**config.mk**
```make
export PLATFORM = sky130hd
export DESIGN_NAME = matrix_result_serializer
export DESIGN_NICKNAME = d
export VERILOG_FILES = /design/src/rtl/matrix_result_serializer.sv
export SDC_FILE = /design/constraint.sdc
export NUM_CORES = 1
export LEC_CHECK = 0
export ABC_AREA = 0
export CAP_MARGIN = 20
export CORE_ASPECT_RATIO = 1.4
export CORE_UTILIZATION = 50
export DETAILED_ROUTE_END_ITERATION = 8
export HOLD_SLACK_MARGIN = 0.05
export PLACE_DENSITY = 0.81
export SKIP_LAST_GASP = 1
export SLEW_MARGIN = 20
export SYNTH_ARGS = -nofsm -noshare
export SYNTH_HDL_FRONTEND = slang
export SYNTH_SLANG_ARGS = --single-unit
```
**constraint.sdc**
```tcl
create_clock -name clk -period 2.42 [get_ports clk]
set_input_delay 0.484 -clock clk [delete_from_list [all_inputs] [get_ports clk]]
set_output_delay 0.484 -clock clk [all_outputs]
set_load 0.01 [all_outputs]
```
**src/rtl/matrix_result_serializer.sv**
```systemverilog
// matrix_result_serializer
//
// Output stage of the 3x3 matrix multiplier. On start it snapshots the
// flattened result matrix into a shadow register, then streams every
// element as bytes (element 0 first, each element zero-extended to a whole
// number of bytes and sent MSB byte first) over a valid/ready handshake.
// When the last byte is accepted it raises a sticky done flag, which stays
// high until the next start.
//
// Ports:
//   clk        system clock, rising edge
//   rst        synchronous reset, active high
//   start      output-phase enable; only honoured in IDLE and DONE
//   c_flat     flattened results, element k at [k*ELEM_W +: ELEM_W]
//   out_ready  consumer accepts data_out when high
//   data_out   current stream byte (8'h00 when not streaming)
//   out_valid  data_out holds a valid byte
//   done       whole stream accepted (sticky)
//
// Optional feature, enabled by defining SERIALIZER_CHECKSUM_EN:
//   one extra byte, the XOR of all data bytes, follows the last data byte.

module matrix_result_serializer #(
    parameter int unsigned N_ELEM = 9,
    parameter int unsigned ELEM_W = 18  // legal range 9..24
) (
    input  logic                     clk,
    input  logic                     rst,
    input  logic                     start,
    input  logic [N_ELEM*ELEM_W-1:0] c_flat,
    input  logic                     out_ready,
    output logic [7:0]               data_out,
    output logic                     out_valid,
    output logic                     done
);

    localparam int unsigned BYTES_PER_ELEM = (ELEM_W + 7) / 8;
    localparam int unsigned TotalBytes     = N_ELEM * BYTES_PER_ELEM;
    localparam int unsigned CntW           = $clog2(TotalBytes + 1);
    localparam int unsigned IdxW           = $clog2(TotalBytes);
`ifdef SERIALIZER_CHECKSUM_EN
    localparam int unsigned StreamLen      = TotalBytes + 1;
`else
    localparam int unsigned StreamLen      = TotalBytes;
`endif
    localparam logic [CntW-1:0] LastIdx    = CntW'(StreamLen - 1);

    typedef enum logic [1:0] {
        StIdle,
        StSend,
        StDone
    } state_e;

    state_e                   state_q, state_d;
    logic [CntW-1:0]          cnt_q, cnt_d;
    logic [N_ELEM*ELEM_W-1:0] shadow_q, shadow_d;
`ifdef SERIALIZER_CHECKSUM_EN
    logic [7:0]               csum_q, csum_d;
`endif

    logic [7:0] stream_bytes [TotalBytes];
    logic [7:0] cur_byte;
    logic       load;

    // Flatten the shadow register into the byte stream order: element-major,
    // MSB byte of each zero-extended element first.
    for (genvar k = 0; k < N_ELEM; k++) begin : g_elem
        logic [8*BYTES_PER_ELEM-1:0] ext;
        assign ext = (8*BYTES_PER_ELEM)'(shadow_q[k*ELEM_W +: ELEM_W]);
        for (genvar b = 0; b < BYTES_PER_ELEM; b++) begin : g_byte
            assign stream_bytes[k*BYTES_PER_ELEM + b] = ext[(BYTES_PER_ELEM-1-b)*8 +: 8];
        end
    end

    always_comb begin
        cur_byte = stream_bytes[cnt_q[IdxW-1:0]];
`ifdef SERIALIZER_CHECKSUM_EN
        // Index one past the data bytes selects the running checksum.
        if (cnt_q == CntW'(TotalBytes)) begin
            cur_byte = csum_q;
        end
`endif
    end

    always_comb begin
        state_d   = state_q;
        cnt_d     = cnt_q;
        shadow_d  = shadow_q;
`ifdef SERIALIZER_CHECKSUM_EN
        csum_d    = csum_q;
`endif
        data_out  = 8'h00;
        out_valid = 1'b0;
        done      = 1'b0;
        load      = 1'b0;

        unique case (state_q)
            StIdle: begin
                load = start;
            end
            StSend: begin
                out_valid = 1'b1;
                data_out  = cur_byte;
                if (out_ready) begin
`ifdef SERIALIZER_CHECKSUM_EN
                    csum_d = csum_q ^ cur_byte;
`endif
                    if (cnt_q == LastIdx) begin
                        state_d = StDone;
                        cnt_d   = '0;
                    end else begin
                        cnt_d = cnt_q + 1'b1;
                    end
                end
            end
            StDone: begin
                done = 1'b1;
                load = start;
            end
            default: begin
                state_d = StIdle;
            end
        endcase

        // Entry to SEND is identical from IDLE and DONE.
        if (load) begin
            shadow_d = c_flat;
            cnt_d    = '0;
            state_d  = StSend;
`ifdef SERIALIZER_CHECKSUM_EN
            csum_d   = 8'h00;
`endif
        end
    end

    always_ff @(posedge clk) begin
        if (rst) begin
            state_q  <= StIdle;
            cnt_q    <= '0;
            shadow_q <= '0;
`ifdef SERIALIZER_CHECKSUM_EN
            csum_q   <= 8'h00;
`endif
        end else begin
            state_q  <= state_d;
            cnt_q    <= cnt_d;
            shadow_q <= shadow_d;
`ifdef SERIALIZER_CHECKSUM_EN
            csum_q   <= csum_d;
`endif
        end
    end

endmodule

```
==> run_results.csv, run 1 <==
group,metric,value,unit
run_status,outcome,"finished, violations left",
run_status,violations,"setup timing",
clock_tree,clock_latency,0.43,ns
grt,grt_pass1_vias,7254,
logic_synthesis,ys_ff_latch,169,
setup_path,critPathLaunchType,"flop",
logic_synthesis,syn_nets,1075,
layout,nets,1240,
layout,drive_gt1_share,14.2,%
layout,syn_to_final_growth,43.5,%
layout,layout_commonest_cell,"nand2_1",
clock_tree,cts_max_path_buffers,2,
logic_synthesis,synthCells,907,
hold_path,min_path_type,"in -> reg",
die,fp-row-count,51,
setup_path,cp_max_fo,6,
clock_tree,tritoncts,"yes",
power,vdd_ir_drop_max,0.496,mV
logic_synthesis,syn_area,7300,µm²
logic_synthesis,yosys.cell_types.count,42,
grt,grt_max_degree,87,
route,drc,0,
die,core_area,14100,µm²
sta,slew_headroom,68.6,%
setup_path,path_class,"reg -> out",
route,drt_pre_antenna_iters,5,
sta,fmaxAchievable,0.353,GHz
route,vias_per_cell,5.80,
placement,hpwl,15.6,mm
placement,finalWeightedCongestion,0.881,
die,die_w,104,µm
clock_tree,root_buffer,"clkbuf_16",
route,wl,24.0,mm
layout,final_util,74.2,%
grt,track_usage,31.8,%
die,start_util,51.7,%
die,die-area,15100,µm²
sta,slew_violations,0,
route,vias,7368,
layout,final_cell_mix,"nand2_1 (334), dfxtp_1 (166), clkdlybuf4s50_1 (166)",
logic_synthesis,synth_warnings,0,
setup_path,required,1.94,ns
setup_path,endpoint_kind,"primary output",
route,drt-initial-drc-count,687,
sta,clock_skew,0.00600,ns
run,cap_violations,0,
clock_tree,htree_num_levels,4,
grt,grt_pass1_wl,37.5,mm
sta,fin_ws,-0.417,ns
sta,tns,-2.79,ns
sta,post-route-period-util,117,%
clock_tree,cts_sinks,169,
die,die_y,145,µm
sta,rsz0062_at_grt,"yes",
power,p_total,0.00715,W
placement,dp.cells,1234,
route,wl_per_cell,18.9,µm
sta,max_slew.worst_pin.slew,0.471,ns
layout,final_cells,1271,
sta,hold_viol_final,0,
grt,antenna_found_initial,1,
route,ant_nets,0,
clock_tree,numCtsBuffers,17,
power,p_leak,3.89,nW
clock_tree,clk_transition_reported_paths,0.07,ns
grt,gr-total-overflow,0,
logic_synthesis,yosysSeqAreaShare,46.4,%
clock_tree,ctsHoldBuffers,0,
setup_path,critPathArrivalTime,2.35,ns
logic_synthesis,avgSynthCellArea,8.04,µm²
placement,numPortBuffers,175,
sta,setup_viol,8,
sta,finalCriticalPeriod,2.84,ns
die,io_pins,176,
power,power_density,683,nW/µm²
==> cells in the mapped netlist (all sizes together) <==
library cell | number | area share [%]
or3 | 1 | 0.086
o211a | 6 | 0.82
o22a | 1 | 0.12
a21oi | 169 | 12
a21boi | 1 | 0.10
clkbuf | 52 | 2.7
a311o | 1 | 0.14
nand3 | 6 | 0.41
o221ai | 6 | 0.72
nor2 | 11 | 0.57
xor2 | 2 | 0.24
o21ai | 6 | 0.41
dfxtp | 169 | 46
inv | 3 | 0.15
nand2 | 334 | 17
mux2i | 16 | 2.2
a22oi | 12 | 1.2
a221o | 6 | 0.82
o2111a | 6 | 0.93
ha | 2 | 0.34
mux4 | 14 | 4.4
nand4b | 1 | 0.12
buf | 28 | 2.1
a221oi | 18 | 2.2
and4b | 1 | 0.14
mux2 | 12 | 1.9
and2 | 2 | 0.19
nor2b | 4 | 0.34
nor3 | 3 | 0.21
xnor2 | 2 | 0.24
and3b | 1 | 0.12
nand4 | 2 | 0.17
clkinv | 1 | 0.051
nand2b | 5 | 0.43
o31ai | 1 | 0.10
a311oi | 1 | 0.12
a31oi | 1 | 0.086
==> power by group <==
part	switching (W)	total, W	internal [W]	leakage [nW]
sequential	0.000126	0.00307	0.00295	1.39
clock	0.00116	0.00316	0.00200	0.335
combinational	0.000436	0.000911	0.000475	2.17
==> per-stage QoR <==
step	hold slack, ns	area, µm²	setup slack, ns
final	0.343	10500	-0.417
after global routing	0.354	10500	-0.447
after CTS	0.341	10400	-0.348
after detailed placement	0.447	9420	-0.328
after global placement	0.443	9420	-0.301
after floorplan	0.432	7300	0.248
==> flip-flops by register name, summed over array words and instances (netlist names) <==
signal	count
state_q	2
cnt_q	5
shadow_q	162
==> path summary, 6_finish.rpt <==
check                       end  slack, ns  depth (start not counted)         start
setup / recovery    data_out[3]      -0.42                         10      cnt_q[1]
hold / removal    shadow_q[109]       0.34                          2           rst
setup reg to reg       cnt_q[3]       0.66                          9      cnt_q[1]
hold reg to reg    shadow_q[58]       0.46                          2  shadow_q[58]
==> critical path, stage by stage, from the launching register on <==
cell and delay [ns]:
dfxtp_4 0.36, buf_4 0.15, buf_16 0.13, buf_8 0.12, nor2b_4 0.18, buf_6 0.16
a22oi_2 0.10, a21oi_1 0.19, buf_4 0.16, o2111a_1 0.22, buf_2 0.15
==> per-layer routing <==
metal / share of wire, % / wire length [µm] / track usage [%] / vias up
met4: 6.3 / 1510 / 19.4 / 0
met5: 0 / 0 / 0 / -
met3: 6.9 / 1650 / 5.93 / 109
met1: 36 / 8640 / 36.0 / 3415
met2: 51 / 12200 / 55.0 / 415
li1: - / - / - / 3429
==> layout make-up <==
class / count / area, µm²
clock buffers: 19 / 453
diodes: 1 / 2.50
flip-flops and latches: 169 / 3390
repair buffers: 226 / 2290
fillers: 926 / 3630
inverters: 4 / 15.0
clock inverters: 13 / 236
well taps: 185 / 231
multi-input cells: 654 / 3850
==> timing repair <==
item	in CTS	in global routing
gates resized for setup	98	12
setup buffers	7	0
endpoints found under the setup margin	8	9
gates cloned	2	0
pin swaps	26	13
==> kinds of logic after synthesis <==
group                    Yosys count  synth area share, %
flip-flops                       169                 46.4
buffers and inverters             84                 5.01
AND/OR/NAND/NOR                  371                 20.0
AO/OA/AOI/OAI                    235                 19.4
adder cells (fa/ha/maj)            2                0.343
XOR/XNOR                           4                0.480
multiplexers                      42                 8.47
(Power assumes the default switching activity.)
==> inputs of run 2 (changes only) <==
--- a/config.mk
+++ b/config.mk
@@ -8,6 +8,7 @@
 export ABC_AREA = 0
 export CAP_MARGIN = 20
 export CORE_ASPECT_RATIO = 1.4
+export CORE_MARGIN = 5
 export CORE_UTILIZATION = 50
 export DETAILED_ROUTE_END_ITERATION = 8
 export HOLD_SLACK_MARGIN = 0.05
==> run 2 against run 1 <==
Against the previous run:
- the flow still finishes with violations (setup timing)
- hold slack better by 0.11 ns
- clock-buffer cell count up 1
- die area up 14%
- highest routed layer unchanged
- core utilization down 1.0 points
- final cell count grew 0.63%
- sequential power barely moved
- sequential share of layout area shrank 0.16 points
- critical path type unchanged
==> run_results.csv, run 2 (synthesis results as in run 1) <==
group,metric,value,unit
run_status,outcome,"finished, violations left",
run_status,violations,"setup timing",
layout,top_regs,"shadow_q (162), cnt_q (5), state_q (2)",
grt,grt_use_met2,49.0,%
route,wl,25.4,mm
sta,rsz0062_at_grt,"yes",
setup_path,crit_slowest_cell,"mux4_2",
sta,fmaxAchievable,0.348,GHz
placement,finalWeightedCongestion,0.881,
grt,track_usage,28.2,%
setup_path,cp_num_buf_inv,4,
setup_path,critPathArrivalTime,2.39,ns
layout,syn_to_final_growth,44.3,%
sta,clock_skew,0.00826,ns
route,vias,7432,
sta,post-route-period-util,119,%
setup_path,critical_path.top_delay_family,"multiplexers",
die,core_area,14400,µm²
sta,slew_violations,0,
setup_path,required,1.94,ns
die,start_util,50.7,%
setup_path,critPathLaunchType,"flop",
layout,final_cell_mix,"nand2_1 (334), dfxtp_1 (166), clkdlybuf4s50_1 (166)",
route,wl_per_cell,19.9,µm
clock_tree,cts_max_path_buffers,2,
grt,antenna_found_initial,0,
power,power_density,631,nW/µm²
route,drt_pre_antenna_iters,7,
power,p_leak,3.89,nW
grt,gr-usage-met3,6.92,%
clock_tree,numCtsBuffers,17,
grt,grt_pass1_vias,7404,
layout,largest_register_ffs,162,
layout,drive_gt1_share,14.4,%
setup_path,path_class,"reg -> out",
hold_path,min_path_type,"reg -> reg",
setup_path,cp_max_fo,5,
clock_tree,htree_num_levels,4,
setup_path,slowest_delay,0.52,ns
grt,grt_use_met1,30.2,%
route,drt-initial-drc-count,738,
grt,grt_max_degree,64,
route,drc,0,
grt,grt.busiest_layer,"met2",
die,die_y,153,µm
grt,gr-total-overflow,0,
setup_path,path_cells,"buf_8 > buf_12 > buf_6 > mux4_2 > mux2i_2 > nor3_2 > o22a_1 > buf_2",
layout,regMostFlops,"shadow_q",
placement,dpl_worst_slack,-0.375,ns
clock_tree,cts_sinks,169,
layout,n_antenna_cell,0,
sta,slew_headroom,62.7,%
layout,layout_commonest_cell,"nand2_1",
setup_path,endpoint_kind,"primary output",
die,die-area,17100,µm²
sta,hold_viol_final,0,
placement,dp.cells,1234,
route,ant_nets,0,
clock_tree,tritoncts,"yes",
die,io_pins,176,
placement,numPortBuffers,175,
layout,final_cells,1279,
sta,setup_viol,8,
clock_tree,root_buffer,"clkbuf_16",
route,vias_per_cell,5.81,
layout,final_util,73.2,%
layout,nets,1246,
grt,grt_pass1_wl,38.4,mm
power,vdd_ir_drop_max,0.439,mV
sta,fin_ws,-0.453,ns
placement,hpwl,16.0,mm
clock_tree,clk_transition_reported_paths,0.06,ns
sta,max_slew.worst_pin.slew,0.560,ns
run,cap_violations,0,
clock_tree,ctsHoldBuffers,0,
die,die_w,112,µm
sta,finalCriticalPeriod,2.87,ns
die,fp-row-count,52,
clock_tree,clock_latency,0.43,ns
[run 2: timing repair]
item / 4_1_cts / 5_1_grt
setup endpoints to repair: 8 / 8
gates cloned: 2 / 1
setup buffers: 16 / 0
gates resized for setup: 102 / 29
pin swaps: 22 / 20
[run 2: worst paths after layout]
kind	depth (start not counted)	to	slack [ns]	from
worst min-delay path	2	shadow_q[58]	0.46	shadow_q[58]
worst min register to register	2	shadow_q[58]	0.46	shadow_q[58]
worst max register to register	7	cnt_q[2]	0.70	cnt_q[0]
worst max-delay path	8	data_out[1]	-0.45	cnt_q[1]
[run 2: per-layer routing]
| metal | vias up | part of all wire [%] |
|---|---|---|
| li1 | 3438 | - |
| met1 | 3443 | 35 |
| met2 | 412 | 50 |
| met3 | 139 | 7.0 |
| met4 | 0 | 7.5 |
| met5 | - | 0 |
[run 2: cell type report]
class	count	area [µm²]
Timing Repair Buffer	232	2440
Clock buffer	20	437
Fill cell	976	3850
Multi-Input combinational cell	654	3890
Sequential cell	169	3390
Tap cell	189	236
Clock inverter	11	123
Inverter	4	15.0
[run 2: power by group]
| group | switching, W | leakage [nW] | internal (W) |
|---|---|---|---|
| combinational | 0.000440 | 2.23 | 0.000486 |
| clock | 0.00113 | 0.274 | 0.00152 |
| sequential | 0.000130 | 1.39 | 0.00295 |
[run 2: worst register-to-register path: cells and delay by family (launching register included)]
family	cells	cell delay, ns
fa+ha+maj	1	0.22
buf+inv	2	0.38
flops	1	0.42
simple gates	4	0.63
[run 2: through the flow]
| step | area (µm²) | power [W] | TNS [ns] | hold WS, ns |
|---|---|---|---|---|
| after global placement | 9400 | 0.00394 | -2.48 | 0.438 |
| after detailed placement | 9400 | 0.00396 | -2.61 | 0.447 |
| final | 10500 | 0.00665 | -2.60 | 0.456 |
| after global routing | 10500 | 0.00686 | -2.94 | 0.469 |
| after floorplan | 7300 | 0.00348 | 0 | 0.432 |
| after CTS | 10400 | 0.00658 | -2.27 | 0.457 |
==> inputs of run 3 (changes only) <==
--- a/config.mk
+++ b/config.mk
@@ -7,7 +7,7 @@
 export LEC_CHECK = 0
 export ABC_AREA = 0
 export CAP_MARGIN = 20
-export CORE_ASPECT_RATIO = 1.4
+export CORE_ASPECT_RATIO = 0.5
 export CORE_MARGIN = 5
 export CORE_UTILIZATION = 50
 export DETAILED_ROUTE_END_ITERATION = 8
==> run 3 against run 2 <==
Against the previous run:
- the run still ends with setup timing left
- core utilization is 2.8 points lower
- setup slack better by 0.047 ns
- routed wire length is 8.8% lower
- final cell count is 0.39% lower
- critical path type unchanged
- critical endpoint unchanged
- largest cell class unchanged
- highest routed layer is now met5
==> run_results.csv, run 3 (synthesis results as in run 1) <==
group,metric,value,unit
power,p_leak,3.75,nW
die,die_y,95.4,µm
die,core_area,14400,µm²
setup_path,critPathArrivalTime,2.34,ns
route,drt_pre_antenna_iters,5,
grt,antenna_found_initial,1,
setup_path,crit_slowest_cell,"mux4_2",
setup_path,slowest_delay,0.52,ns
die,start_util,50.7,%
power,p_clk_share,41.0,%
setup_path,cp_common_cell,"mux4_2",
grt,track_usage,26.2,%
setup_path,r2r_slack,0.74,ns
grt,grt_pass1_vias,6937,
setup_path,endpoint_kind,"primary output",
layout,largest_register_ffs,162,
layout,syn_to_final_growth,38.8,%
sta,post-route-period-util,117,%
layout,n_antenna_cell,0,
layout,regMostFlops,"shadow_q",
placement,hpwl,16.6,mm
setup_path,path_class,"reg -> out",
clock_tree,clk_transition_reported_paths,0.07,ns
setup_path,critPathLaunchType,"flop",
run_status,outcome,"finished, violations left",
layout,fin_area,10100,µm²
setup_path,required,1.94,ns
die,fp-row-count,31,
run,cap_violations,0,
placement,finalWeightedCongestion,0.919,
sta,fmaxAchievable,0.354,GHz
clock_tree,clock_latency,0.43,ns
power,pwr-share-seq,46.0,%
die,io_pins,176,
layout,nets,1231,
layout,final_cell_mix,"nand2_1 (334), a21oi_1 (169), dfxtp_1 (166), clkdlybuf4s50_1 (166), buf_4 (30)",
setup_path,cp_max_fo,8,
clock_tree,cts_sinks,169,
clock_tree,root_buffer,"clkbuf_16",
route,wl,23.2,mm
setup_path,path_cells,"buf_12 > mux4_2 > mux4_2 > o22a_1 > buf_2",
hold_path,hold-path-cell-count,2,
placement,numPortBuffers,175,
clock_tree,htree_num_levels,4,
power,p_comb_share,12.9,%
sta,fin_ws,-0.405,ns
setup_path,critical_path.top_delay_family,"multiplexers",
setup_path,r2r-start,"state_q[0]",
hold_path,min_path_type,"reg -> reg",
sta,finalCriticalPeriod,2.83,ns
route,drc,0,
sta,slew_violations,0,
grt,grt_pass1_wl,35.7,mm
sta,hold_viol_final,0,
layout,final_util,70.4,%
sta,clock_skew,0.0131,ns
clock_tree,cts_max_path_buffers,2,
power,power_density,657,nW/µm²
layout,drive_gt1_share,11.7,%
route,ant_nets,0,
hold_path,whs_endpoint,"shadow_q[9]",
route,vias_per_cell,5.64,
clock_tree,numCtsBuffers,17,
placement,post_dp_cell_area,9340,µm²
layout,layout_commonest_cell,"nand2_1",
layout,top_regs,"shadow_q (162), cnt_q (5), state_q (2)",
grt,gr-total-overflow,0,
route,wl_per_cell,18.2,µm
clock_tree,tritoncts,"yes",
run_status,violations,"setup timing",
die,die-area,17300,µm²
sta,slew_headroom,69.6,%
setup_path,cp_num_buf_inv,2,
sta,rsz0062_at_grt,"yes",
power,swShare,25.5,%
grt,grt_max_degree,77,
die,die_w,181,µm
route,drt-initial-drc-count,633,
sta,max_slew.worst_pin.slew,0.456,ns
power,vdd_ir_drop_max,0.582,mV
power,p_sw,0.00170,W
setup_path,r2r_end,"shadow_q[4]",
sta,setup_viol,8,
route,vias,7181,
setup_path,r2r_cells,5,
sta,hold_slack,0.454,ns
power,p_int,0.00496,W
hold_path,min_from,"shadow_q[9]",
## run 3: cell count changes in the layout (fill, tap and decap cells not counted), sizes merged
cell / previous run / this run
clkdlybuf4s15: 0 / 2
clkbuf: 21 / 23
clkinvlp: 1 / 3
buf: 65 / 46
inv: 5 / 7
clkinv: 7 / 4
## run 3: how the worst max path moves through the flow
| stage | start | to | slack, ns | depth (start not counted) |
|---|---|---|---|---|
| floorplan | cnt_q[1] | data_out[1] | 0.25 | 4 |
| global placement | cnt_q[1] | data_out[6] | -0.28 | 6 |
| detailed placement | cnt_q[2] | data_out[1] | -0.37 | 4 |
| CTS | cnt_q[1] | data_out[1] | -0.41 | 5 |
| global route | cnt_q[1] | data_out[1] | -0.43 | 5 |
| finish | cnt_q[1] | data_out[1] | -0.41 | 5 |
## run 3: timing repair
action | in CTS | in global routing
buffers inserted | 3 | 0
gates cloned | 1 | 0
pin swaps | 11 | 10
setup endpoints to repair | 8 | 8
gates resized for setup | 52 | 18
hold buffers | 0 | 0
## run 3: power groups by stage
stage	Clock (W)	Combinational, W	Sequential (W)
2_1_floorplan	0	0.000415	0.00307
3_3_place_gp	0	0.000801	0.00312
3_5_place_dp	0	0.000824	0.00312
4_1_cts	0.00273	0.000850	0.00306
5_1_grt	0.00284	0.000944	0.00308
6_report	0.00273	0.000860	0.00307
## run 3: through the flow
| stage | cells | setup TNS [ns] | setup WS [ns] | power (W) |
|---|---|---|---|---|
| CTS | 1274 | -2.58 | -0.406 | 0.00664 |
| global route | 1274 | -2.58 | -0.433 | 0.00686 |
| detailed placement | 1238 | -2.44 | -0.370 | 0.00394 |
| global placement | 1238 | -1.95 | -0.281 | 0.00392 |
| floorplan | 907 | 0 | 0.248 | 0.00348 |
| finish | 1274 | -2.18 | -0.405 | 0.00666 |
## run 3: cell type report
type | instances | area, µm²
Fill cell | 1036 | 4260
Multi-Input combinational cell | 654 | 3730
Sequential cell | 169 | 3390
Timing Repair Buffer | 217 | 2160
Clock buffer | 20 | 447
Tap cell | 198 | 248
Clock inverter | 12 | 140
Inverter | 4 | 15.0
## run 3: worst min-delay path, stage by stage (launching register included)
cell and delay [ns]:
dfxtp_1 0.31, nand2_1 0.05, a21oi_1 0.05
## run 3: layer usage
metal  routed length [µm]  part of all wire [%]  vias to the layer above  global-route usage, %
met4                  681                   2.9                        2                   10.5
met2                10700                    46                      342                   41.8
met1                 9820                    42                     3361                   34.5
met3                 1970                   8.5                       66                   6.78
li1                     -                     -                     3410                      -
met5                    7                 0.030                        -                      0
